**src/rtl/rgb_pwm_driver.sv**
```systemverilog
// Three-channel 8-bit PWM LED driver with double-buffered duty levels.
// A new level is applied only at a period wrap, or at once while idle.
module rgb_pwm_driver #(
    parameter int unsigned PRESCALE = 4,
    parameter bit          INVERT   = 1'b0
) (
    input  logic       clk,
    input  logic       rst_n,
    input  logic [7:0] R,
    input  logic [7:0] G,
    input  logic [7:0] B,
    input  logic       load,
    input  logic       enable,
    output logic       pwm_r,
    output logic       pwm_g,
    output logic       pwm_b,
    output logic       frame_start,
    output logic       pending
);

    localparam logic [15:0] PRESC_LAST = 16'(PRESCALE - 1);

    // Channel index 2 = red, 1 = green, 0 = blue
    logic [2:0][7:0] rgb_in;
    logic [2:0][7:0] act_q, act_d;
    logic [2:0][7:0] pend_q, pend_d;
    logic            pflag_q, pflag_d;
    logic [15:0]     presc_q, presc_d;
    logic [7:0]      cnt_q, cnt_d;
    logic            frame_q, frame_d;
    logic [2:0]      pwm_q, pwm_d;
    logic            tick;
    logic            wrap;

    assign rgb_in = {R, G, B};

    always_comb begin
        presc_d = '0;
        cnt_d   = '0;
        tick    = 1'b0;
        wrap    = 1'b0;
        frame_d = 1'b0;
        pwm_d   = {3{INVERT}};
        act_d   = act_q;
        pend_d  = pend_q;
        pflag_d = pflag_q;

        if (enable) begin
            tick    = (presc_q == PRESC_LAST);
            presc_d = tick ? '0 : presc_q + 16'd1;
            cnt_d   = tick ? cnt_q + 8'd1 : cnt_q;
            wrap    = tick && (cnt_q == 8'hFF);
            frame_d = wrap;
            // Full scale is forced on so duty 255 has no one-tick dropout
            for (int unsigned i = 0; i < 3; i++) begin
                pwm_d[i] = ((act_q[i] == 8'hFF) || (cnt_q < act_q[i])) ^ INVERT;
            end
        end

        if (load && wrap) begin
            act_d   = rgb_in;
            pflag_d = 1'b0;
        end else begin
            // Idle has no period in progress, so pending levels move over at once
            if ((wrap || !enable) && pflag_q) begin
                act_d   = pend_q;
                pflag_d = 1'b0;
            end
            if (load) begin
                pend_d  = rgb_in;
                pflag_d = 1'b1;
            end
        end
    end

    always_ff @(posedge clk) begin
        if (!rst_n) begin
            presc_q <= '0;
            cnt_q   <= '0;
            act_q   <= '0;
            pend_q  <= '0;
            pflag_q <= 1'b0;
            frame_q <= 1'b0;
            pwm_q   <= {3{INVERT}};
        end else begin
            presc_q <= presc_d;
            cnt_q   <= cnt_d;
            act_q   <= act_d;
            pend_q  <= pend_d;
            pflag_q <= pflag_d;
            frame_q <= frame_d;
            pwm_q   <= pwm_d;
        end
    end

    assign pwm_r       = pwm_q[2];
    assign pwm_g       = pwm_q[1];
    assign pwm_b       = pwm_q[0];
    assign frame_start = frame_q;
    assign pending     = pflag_q;

endmodule

```
**config.mk**
```make
export PLATFORM = sky130hd
export DESIGN_NAME = rgb_pwm_driver
export DESIGN_NICKNAME = d
export VERILOG_FILES = /design/src/rtl/rgb_pwm_driver.sv
export SDC_FILE = /design/constraint.sdc
export NUM_CORES = 1
export LEC_CHECK = 0
export CORE_ASPECT_RATIO = 1.25
export CORE_UTILIZATION = 62
export DETAILED_ROUTE_END_ITERATION = 10
export GPL_TIMING_DRIVEN = 0
export PLACE_DENSITY = 0.95
export SLEW_MARGIN = 25
export SYNTH_ARGS = -nofsm -noshare
export SYNTH_HDL_FRONTEND = slang
export SYNTH_SLANG_ARGS = --single-unit
```
**constraint.sdc**
```tcl
create_clock -name clk -period 5.8 [get_ports clk]
set_clock_uncertainty 0.2 [all_clocks]
set_input_delay 0.58 -clock clk [delete_from_list [all_inputs] [get_ports clk]]
set_output_delay 0.58 -clock clk [all_outputs]
set_load 0.01 [all_outputs]
```
==> results summary, run 1 <==
The flow ran to the end, and the final reports show no timing, DRC or antenna violations. For this run, design rule violations remaining after detail routing come to 0. The cell family with the largest share of critical-path delay is simple AND/OR/NAND/NOR gates. The final period demand of the worst path is 2.64 ns. The number of antenna violations at the first check in global routing is 0.

In this run the cell area of the synthesized design comes to 3830 um^2. After clock tree synthesis, the clock-pin slew on the worst setup and hold paths is 0.08 ns. The floorplan core area came out at 5900 um^2.

The count of hold-fix buffers inserted at cts is 0. The via count of the first global-routing pass was 3337. CTS placed an instance of clkbuf_8 at the clock tree root. The die extent in x came out at 72.3 um. In the final layout, the share of cells above drive strength 1 is 0.0658. The detailed-placement wirelength estimate is 6320 um. The via total after detailed routing is 3350. The data required time at the worst endpoint came out at 5.84 ns.

The timing-limited maximum frequency is 379 MHz. The share of total power in the clock network came out at 0.406. The maximum VDD drop is 160 uV.

TritonCTS built the clock tree. The internal power summed over all cells came out at 0.862 mW. The count of buffers added by post-CTS timing repair for setup is 0.

The first routing iteration left 273 violations. Counting every sink on the clock net gives 77. The proportion of synthesized flip-flops having asynchronous set or reset is 0. CTS built an H-tree with a depth of 3. For this design the total switching power over the nets is 0.277 mW. Among all flip-flop cells after synthesis, the most frequent one is dfxtp_1. The share of the synthesized area in the top cell type came out at 0.402.

The insertion delay to the later sink of the worst-skew pair is 0.36 ns. In this run, synthesis produced a sequential element count of 77. The number of max-slew violations in the final report is 0. The number of detailed-routing iterations run before antenna repair is 5.

Setup repair after global routing left no endpoint under its margin. The share of total power consumed by net switching came out at 0.243. The number of top-level pins came out at 33. The largest individual stage delay along the critical path comes from the cell dfxtp_1. The portion of the post-synthesis area used by sequential elements is 0.402. The synthesized netlist contains 32 unique library cells.

The power density over cell area came out at 254 nW/um^2. The repair_antennas step left the layout with diodes totalling 0. The min-delay analysis places its worst path in the category flip-flop to flip-flop. The buffer depth of the longest clock path is 2.

The worst setup path is captured at a flip-flop. The effective utilization at floorplan came out at 0.650. The standard cell area after detailed placement is 4260 um^2. The worst-case headroom to the max-slew limit is 0.634. The arrival time reported for the critical path endpoint came out at 2.67 ns. Of the available clock period, the critical path in the final layout requires 0.454. The overall power consumption is 1.14 mW. The first global-routing pass estimated 15000 um of wire. The post-synthesis area per instance is 8.75 um^2.

The instance count of the mapped netlist is 438. The post-route worst hold slack came out at 0.279 ns. The number of gates resized after CTS came out at 0. The part of the power in combinational logic is 0.098.

The number of standard-cell rows in the floorplan came out at 31. Entering global routing, the biggest net connects 14 pins. The startpoint type of the worst setup path is a flip-flop. The sum of buffers and inverters on the critical path came out at 2. The area growth from synthesis to final layout came out at 16.9%. Measured on the finished design, the core utilization comes to 0.760. The total clock buffers created by CTS came out at 9.

The count of endpoints failing setup in the final report is 0. The final layout contains routed wiring with a total length of 8940 um. The per-cell routed wire length came out at 15.7 um.

The number of routed nets with antenna violations came out at 0. The warning count from the yosys run came out at 0. The routability-driven placement congestion ratio came out at 0.887. The sequential power share is 0.496. The critical path class is flip-flop to flip-flop. The most instantiated library cell after synthesis is dfxtp_1. For this design the static power due to leakage is 1.68 nW.

The tool flagged a number of max-cap violations equal to 0. Ranked by instance count, the synthesized netlist is headed by 77 x dfxtp_1, 54 x nand2_1, 27 x nor2b_1. The biggest fanout along the worst timing path is 10. By area the synthesized netlist is led by dfxtp_1 40%, ha_1 7.5%, mux2i_1 6.8%.

The y dimension of the die is 89.9 um. The area of all placed cells without fillers is 4480 um^2. The largest incremental delay on the critical path is 0.39 ns.

The number of nets at the end of the flow came out at 532. The die footprint came out at 6500 um^2. The overall global routing resource usage came out at 0.296. The number of enable-type register cells in the synthesized netlist came out at 0. The largest total area in the synthesized netlist belongs to dfxtp_1.

Walking the worst path, the cells encountered are ha_1 -> nor4b_4 -> and4_1 -> buf_2 -> nand3_1 -> clkbuf_1 -> nand2_1 -> a31oi_1. For the pin with the worst max-slew slack, the measured transition is 0.545 ns. The number of port buffers is 32. The synthesized net count came out at 489.

The hold violation total from the final report is 0. After routing, the total negative slack on setup checks comes to 0 ns. The routed via count divided by cell count came out at 5.90. The remaining global-route overflow is 0.
-- state kept, by name (all words and copies together) (netlist names) --
name,cells
frame_start,1
pending,1
act_q,24
pwm_q,3
pend_q,24
cnt_q,8
presc_q,16
-- final cells by class --
cell class | instances | area (um^2)
multi-input cells | 316 | 2090
inverters | 26 | 97.6
clock inverters | 5 | 83.8
clock buffers | 11 | 141
well taps | 82 | 103
fillers | 400 | 1410
repair buffers | 32 | 320
plain buffers | 19 | 109
flip-flops and latches | 77 | 1540
-- per-stage QoR --
stage               setup WS [ns]  instances
floorplan                    3.71        438
global placement             3.13        552
detailed placement           3.10        552
CTS                          3.16        568
global route                 2.97        568
finish                       3.16        568
-- power groups by stage --
stage,clock (mW),sequential [mW],combinational [mW]
5_1_grt,0.482,0.567,0.122
2_1_floorplan,0,0.574,0.0646
3_3_place_gp,0,0.575,0.104
3_5_place_dp,0,0.576,0.110
6_report,0.463,0.565,0.111
4_1_cts,0.462,0.564,0.111
-- worst reg2reg max path: stages (launching register included) --
cell and delay (ns):
dfxtp_1 0.39, ha_1 0.30, nor4b_4 0.32, and4_1 0.24
buf_2 0.22, nand3_1 0.28, clkbuf_1 0.33, nand2_1 0.14
a31oi_1 0.10
-- kinds of logic after synthesis --
group                    count (synthesis)  synth area share
AO/OA/AOI/OAI                           75             0.115
XOR/XNOR                                20            0.0457
adder cells (fa/ha/maj)                 23            0.0751
buffers and inverters                   45            0.0538
flip-flops                              77             0.402
multiplexers                            26            0.0679
AND/OR/NAND/NOR                        172             0.240
-- per-layer routing --
layer | routed length, um | track usage
met2 | 4390 | 0.495
met5 | 0 | 0
met3 | 466 | 0.0661
met1 | 3840 | 0.347
met4 | 243 | 0.152
-- final timing paths --
path | start | slack, ns | to | cells after the start
worst max-delay path | presc_q[0]$_SDFF_PP0_ | 3.16 | act_q[19]$_SDFFE_PN0P_ | 8
worst min-delay path | pend_q[14]$_SDFFE_PN0P_ | 0.28 | act_q[14]$_SDFFE_PN0P_ | 2
worst max register to register | presc_q[0]$_SDFF_PP0_ | 3.16 | act_q[19]$_SDFFE_PN0P_ | 8
worst min register to register | pend_q[14]$_SDFFE_PN0P_ | 0.28 | act_q[14]$_SDFFE_PN0P_ | 2
-- cell usage in the layout, fill, tap and decap left out, types with 15 or more instances in the layout --
| master | netlist | layout |
|---|---|---|
| dfxtp_1 | 77 | 77 |
| nand2_1 | 54 | 54 |
| clkdlybuf4s50_1 | 0 | 32 |
| nor2b_1 | 27 | 27 |
| inv_1 | 26 | 26 |
| nor2_1 | 26 | 26 |
| mux2i_1 | 26 | 26 |
| a31oi_1 | 23 | 23 |
| ha_1 | 23 | 23 |
| nand4_1 | 19 | 19 |
| o21ai_1 | 18 | 18 |
| o21ai_0 | 15 | 15 |
Note: power is estimated with default switching activity, not from simulation.
==> run 2: changes to the inputs <==
CORE_UTILIZATION = 52   (was 62)
PLACE_DENSITY = 0.86   (was 0.95)
clock period = 2.4 ns   (was 5.8 ns; I/O delays follow)
==> run 2 against run 1 <==
  * Clock power rose to 2.6 times the previous value
  * Sequential share of layout area decreased by 0.91 points
  * Combinational power rose by 150%
  * Worst hold slack lost 0.017 ns
  * Maximum frequency rose by 12%
  * Routed wire length shrank 4.7%
  * Power increased to 2.5 times the previous value
  * Design area grew 2.9%
  * Critical path depth down 1
  * Count of clock-buffer cells in the layout did not move
  * Highest routed layer unchanged
  * Via count is 2.5% lower
  * Sequential power grew 140%
==> results summary, run 2 (synthesis gave the netlist of run 1 again) <==
The buffer depth of the longest clock path is 2 (unchanged). The largest incremental delay on the critical path is 0.48 ns (+0.09 ns). The filler cell count in the final layout came out at 590 (+48%).

The routability-driven placement congestion ratio came to 0.868 (-2.2%). The worst-case headroom to the max-slew limit was 0.671 (+0.0370). The routed via count divided by cell count is 5.60 (-5.0%). The slew at the pin closest to its max-slew limit came out at 0.490 ns (-0.0551 ns).

Walking the worst path, the cells encountered are ha_1 -> and2_1 -> nand4_1 -> o21ai_4 -> buf_6 -> mux2i_1 -> nor2b_1. The static leakage came out at 1.73 nW (+3.0%). The number of maximum-capacitance violations came out at 0 (unchanged). The clock-pin slew of the registers on the worst-case setup and hold paths is 0.08 ns (about the same).

The total clock buffers created by CTS is 9 (unchanged). The power density over cell area was 618 nW/um^2 (+140%). The number of max-slew violations in the final report came to 0 (unchanged). The number of H-tree levels came out at 3 (unchanged). The overall global routing resource usage was 0.234 (-0.0621). The number of antenna violations at the first check in global routing is 1 (+1). The arrival time reported for the critical path endpoint is 2.39 ns (-0.28 ns). The data required time at the worst endpoint was 2.44 ns (-3.40 ns). The class of the worst hold path is flip-flop to flip-flop. The final period demand of the worst path is 2.35 ns (-0.288 ns).

The tree is rooted in a clkbuf_8. The biggest fanout along the worst timing path came out at 10 (unchanged). The via total after detailed routing came to 3265 (-2.5%). The floorplan core area is 7060 um^2 (+20%). The count of hold-fix buffers inserted at cts was 0 (unchanged). The maximum VDD drop is 389 uV (+140%). The number of DRC markers in iteration 0 was 266 (-2.6%). STA classifies the critical path endpoint as a flip-flop.

The worst path setup slack after routing came out at 0.0529 ns (-3.11 ns). The remaining global-route overflow was 0 (unchanged). The number of detailed-routing iterations run before antenna repair came out at 6 (+1). The number of top-level pins is 33 (unchanged). The area growth from synthesis to final layout is 20.3%. The DRC violation count after routing is 0 (unchanged).

The number of nets at the end of the flow was 539 (+1.3%). TritonCTS built the clock tree. The per-cell routed wire length came out at 14.6 um (-7.1%). The via count of the first global-routing pass is 3214 (-3.7%). The total length of routed wires is 8530 um (-4.7%).

On the critical path the largest part of the delay comes from simple AND/OR/NAND/NOR gates. The hold violation total from the final report came out at 0 (unchanged). The worst register-to-register path begins at cnt_q[0]$_SDFFE_PN0N_. The flow ran to the end, and the final reports show no timing, DRC or antenna violations.

The most common library cell in the layout ignoring fill and taps is dfxtp_1. The largest registers in the layout are act_q x24, pend_q x24, presc_q x16. The overall power consumption came out at 2.85 mW (+150%).

The number of antenna diodes is 0 (unchanged). The y dimension of the die came out at 98 um (+9.0%). The number of port buffers is 32 (unchanged). Tracing the worst setup path back leads to its startpoint at cnt_q[0]$_SDFFE_PN0N_. The clock sink total came out at 77 (unchanged).

The final cell count without fillers was 583 (+2.6%). The sum of buffers and inverters on the critical path came out at 1 (-1). The detailed-placement wirelength estimate came to 5950 um (-5.9%).

The post-placement cell count is 560 (+1.4%). The timing-limited maximum frequency came to 426 MHz (+12%). The number of routed nets with antenna violations is 0 (unchanged). The fraction of layout instances using a drive strength above 1 is 0.0933 (+0.0275).

The area of all placed cells without fillers came out at 4610 um^2 (+2.9%). The share of the cycle needed by the critical path after routing is 0.978 (+0.524). The standard cell area after detailed placement is 4270 um^2 (+0.24%). The number of standard-cell rows in the floorplan is 34 (+9.7%). The count of endpoints failing setup in the final report is 0 (unchanged). In the layout the commonest cells are 75 x dfxtp_1, 54 x nand2_1, 32 x clkdlybuf4s50_1.

The worst setup path is launched from a flip-flop. The die extent in x came out at 78.8 um (+8.9%). The insertion delay to the later sink of the worst-skew pair came to 0.36 ns (about the same). The minimum setup slack after placement came out at -0.114 ns (-3.21 ns). The critical path in this run is classified as flip-flop to flip-flop. On the critical path, the stage with the largest delay is an instance of dfxtp_1. The largest net degree at the start of global routing is 14 (unchanged). The global-route wire length before repair came out at 14200 um (-5.4%).

The die footprint is 7720 um^2 (+19%). The effective utilization at floorplan is 0.543 (-0.107). The startpoint of the lowest-slack hold path is presc_q[0]$_SDFF_PP0_.
## run 2: cell count changes in the layout (fill, tap and decap cells not counted), moves of 2 or more
cell      delta
dfxtp_2      +2
dfxtp_1      -2
clkbuf_4     +2
buf_2        -2
clkbuf_1     -2
buf_4        +7
## run 2: repair_timing
action	CTS	global route
hold endpoints to repair	0	0
gates resized for setup	5	8
cloned	0	0
setup buffers	1	6
pin swaps	1	2
endpoints found under the setup margin	37	53
## run 2: cell type report
type                       instances  area (um^2)  area share
sequential                        77         1540       0.335
clock buffer                      11          141      0.0307
buffer                            19          119      0.0258
clock inverter                     5          106      0.0231
inverter                          26         97.6      0.0212
tap                               90          113      0.0244
multi-input combinational        316         2100       0.456
timing repair buffer              39          385      0.0836
## run 2: metal layers
metal / global-route usage / vias up / part of all wire
met4: 0.132 / 0 / 0.023
met1: 0.268 / 1522 / 0.43
met3: 0.0495 / 21 / 0.066
met2: 0.398 / 106 / 0.49
met5: 0 / - / 0
li1: - / 1616 / -
## run 2: worst register-to-register path: cells and delay by family, from the launching register on
kind | cells | cell delay [ns]
multiplexers | 1 | 0.21
AND/OR/NAND/NOR | 3 | 0.53
flip-flops | 1 | 0.48
adder cells (fa/ha/maj) | 1 | 0.26
AO/OA/AOI/OAI | 1 | 0.33
buffers and inverters | 1 | 0.23
## run 2: worst paths after layout
kind                                               end  slack (ns)  depth (start not counted)
worst max-delay path            pend_q[5]$_SDFFE_PN0P_        0.05                          7
worst min-delay path             presc_q[0]$_SDFF_PP0_        0.26                          1
worst max register to register  pend_q[5]$_SDFFE_PN0P_        0.05                          7
worst min register to register   presc_q[0]$_SDFF_PP0_        0.26                          1
## run 2: stage by stage
stage | TNS (ns) | hold slack [ns] | utilization
floorplan | 0 | 0.138 | -
global placement | -1.15 | 0.241 | 0.604
detailed placement | -2.04 | 0.249 | 0.604
finish | 0 | 0.262 | 0.653
global route | -0.00115 | 0.282 | 0.653
CTS | 0 | 0.267 | 0.644
## run 2: report_power, final
| part | internal (mW) | total (mW) | leakage (nW) | switching [mW] |
|---|---|---|---|---|
| clock network | 0.723 | 1.21 | 0.120 | 0.488 |
| registers | 1.33 | 1.36 | 0.630 | 0.0333 |
| logic | 0.144 | 0.273 | 0.977 | 0.130 |
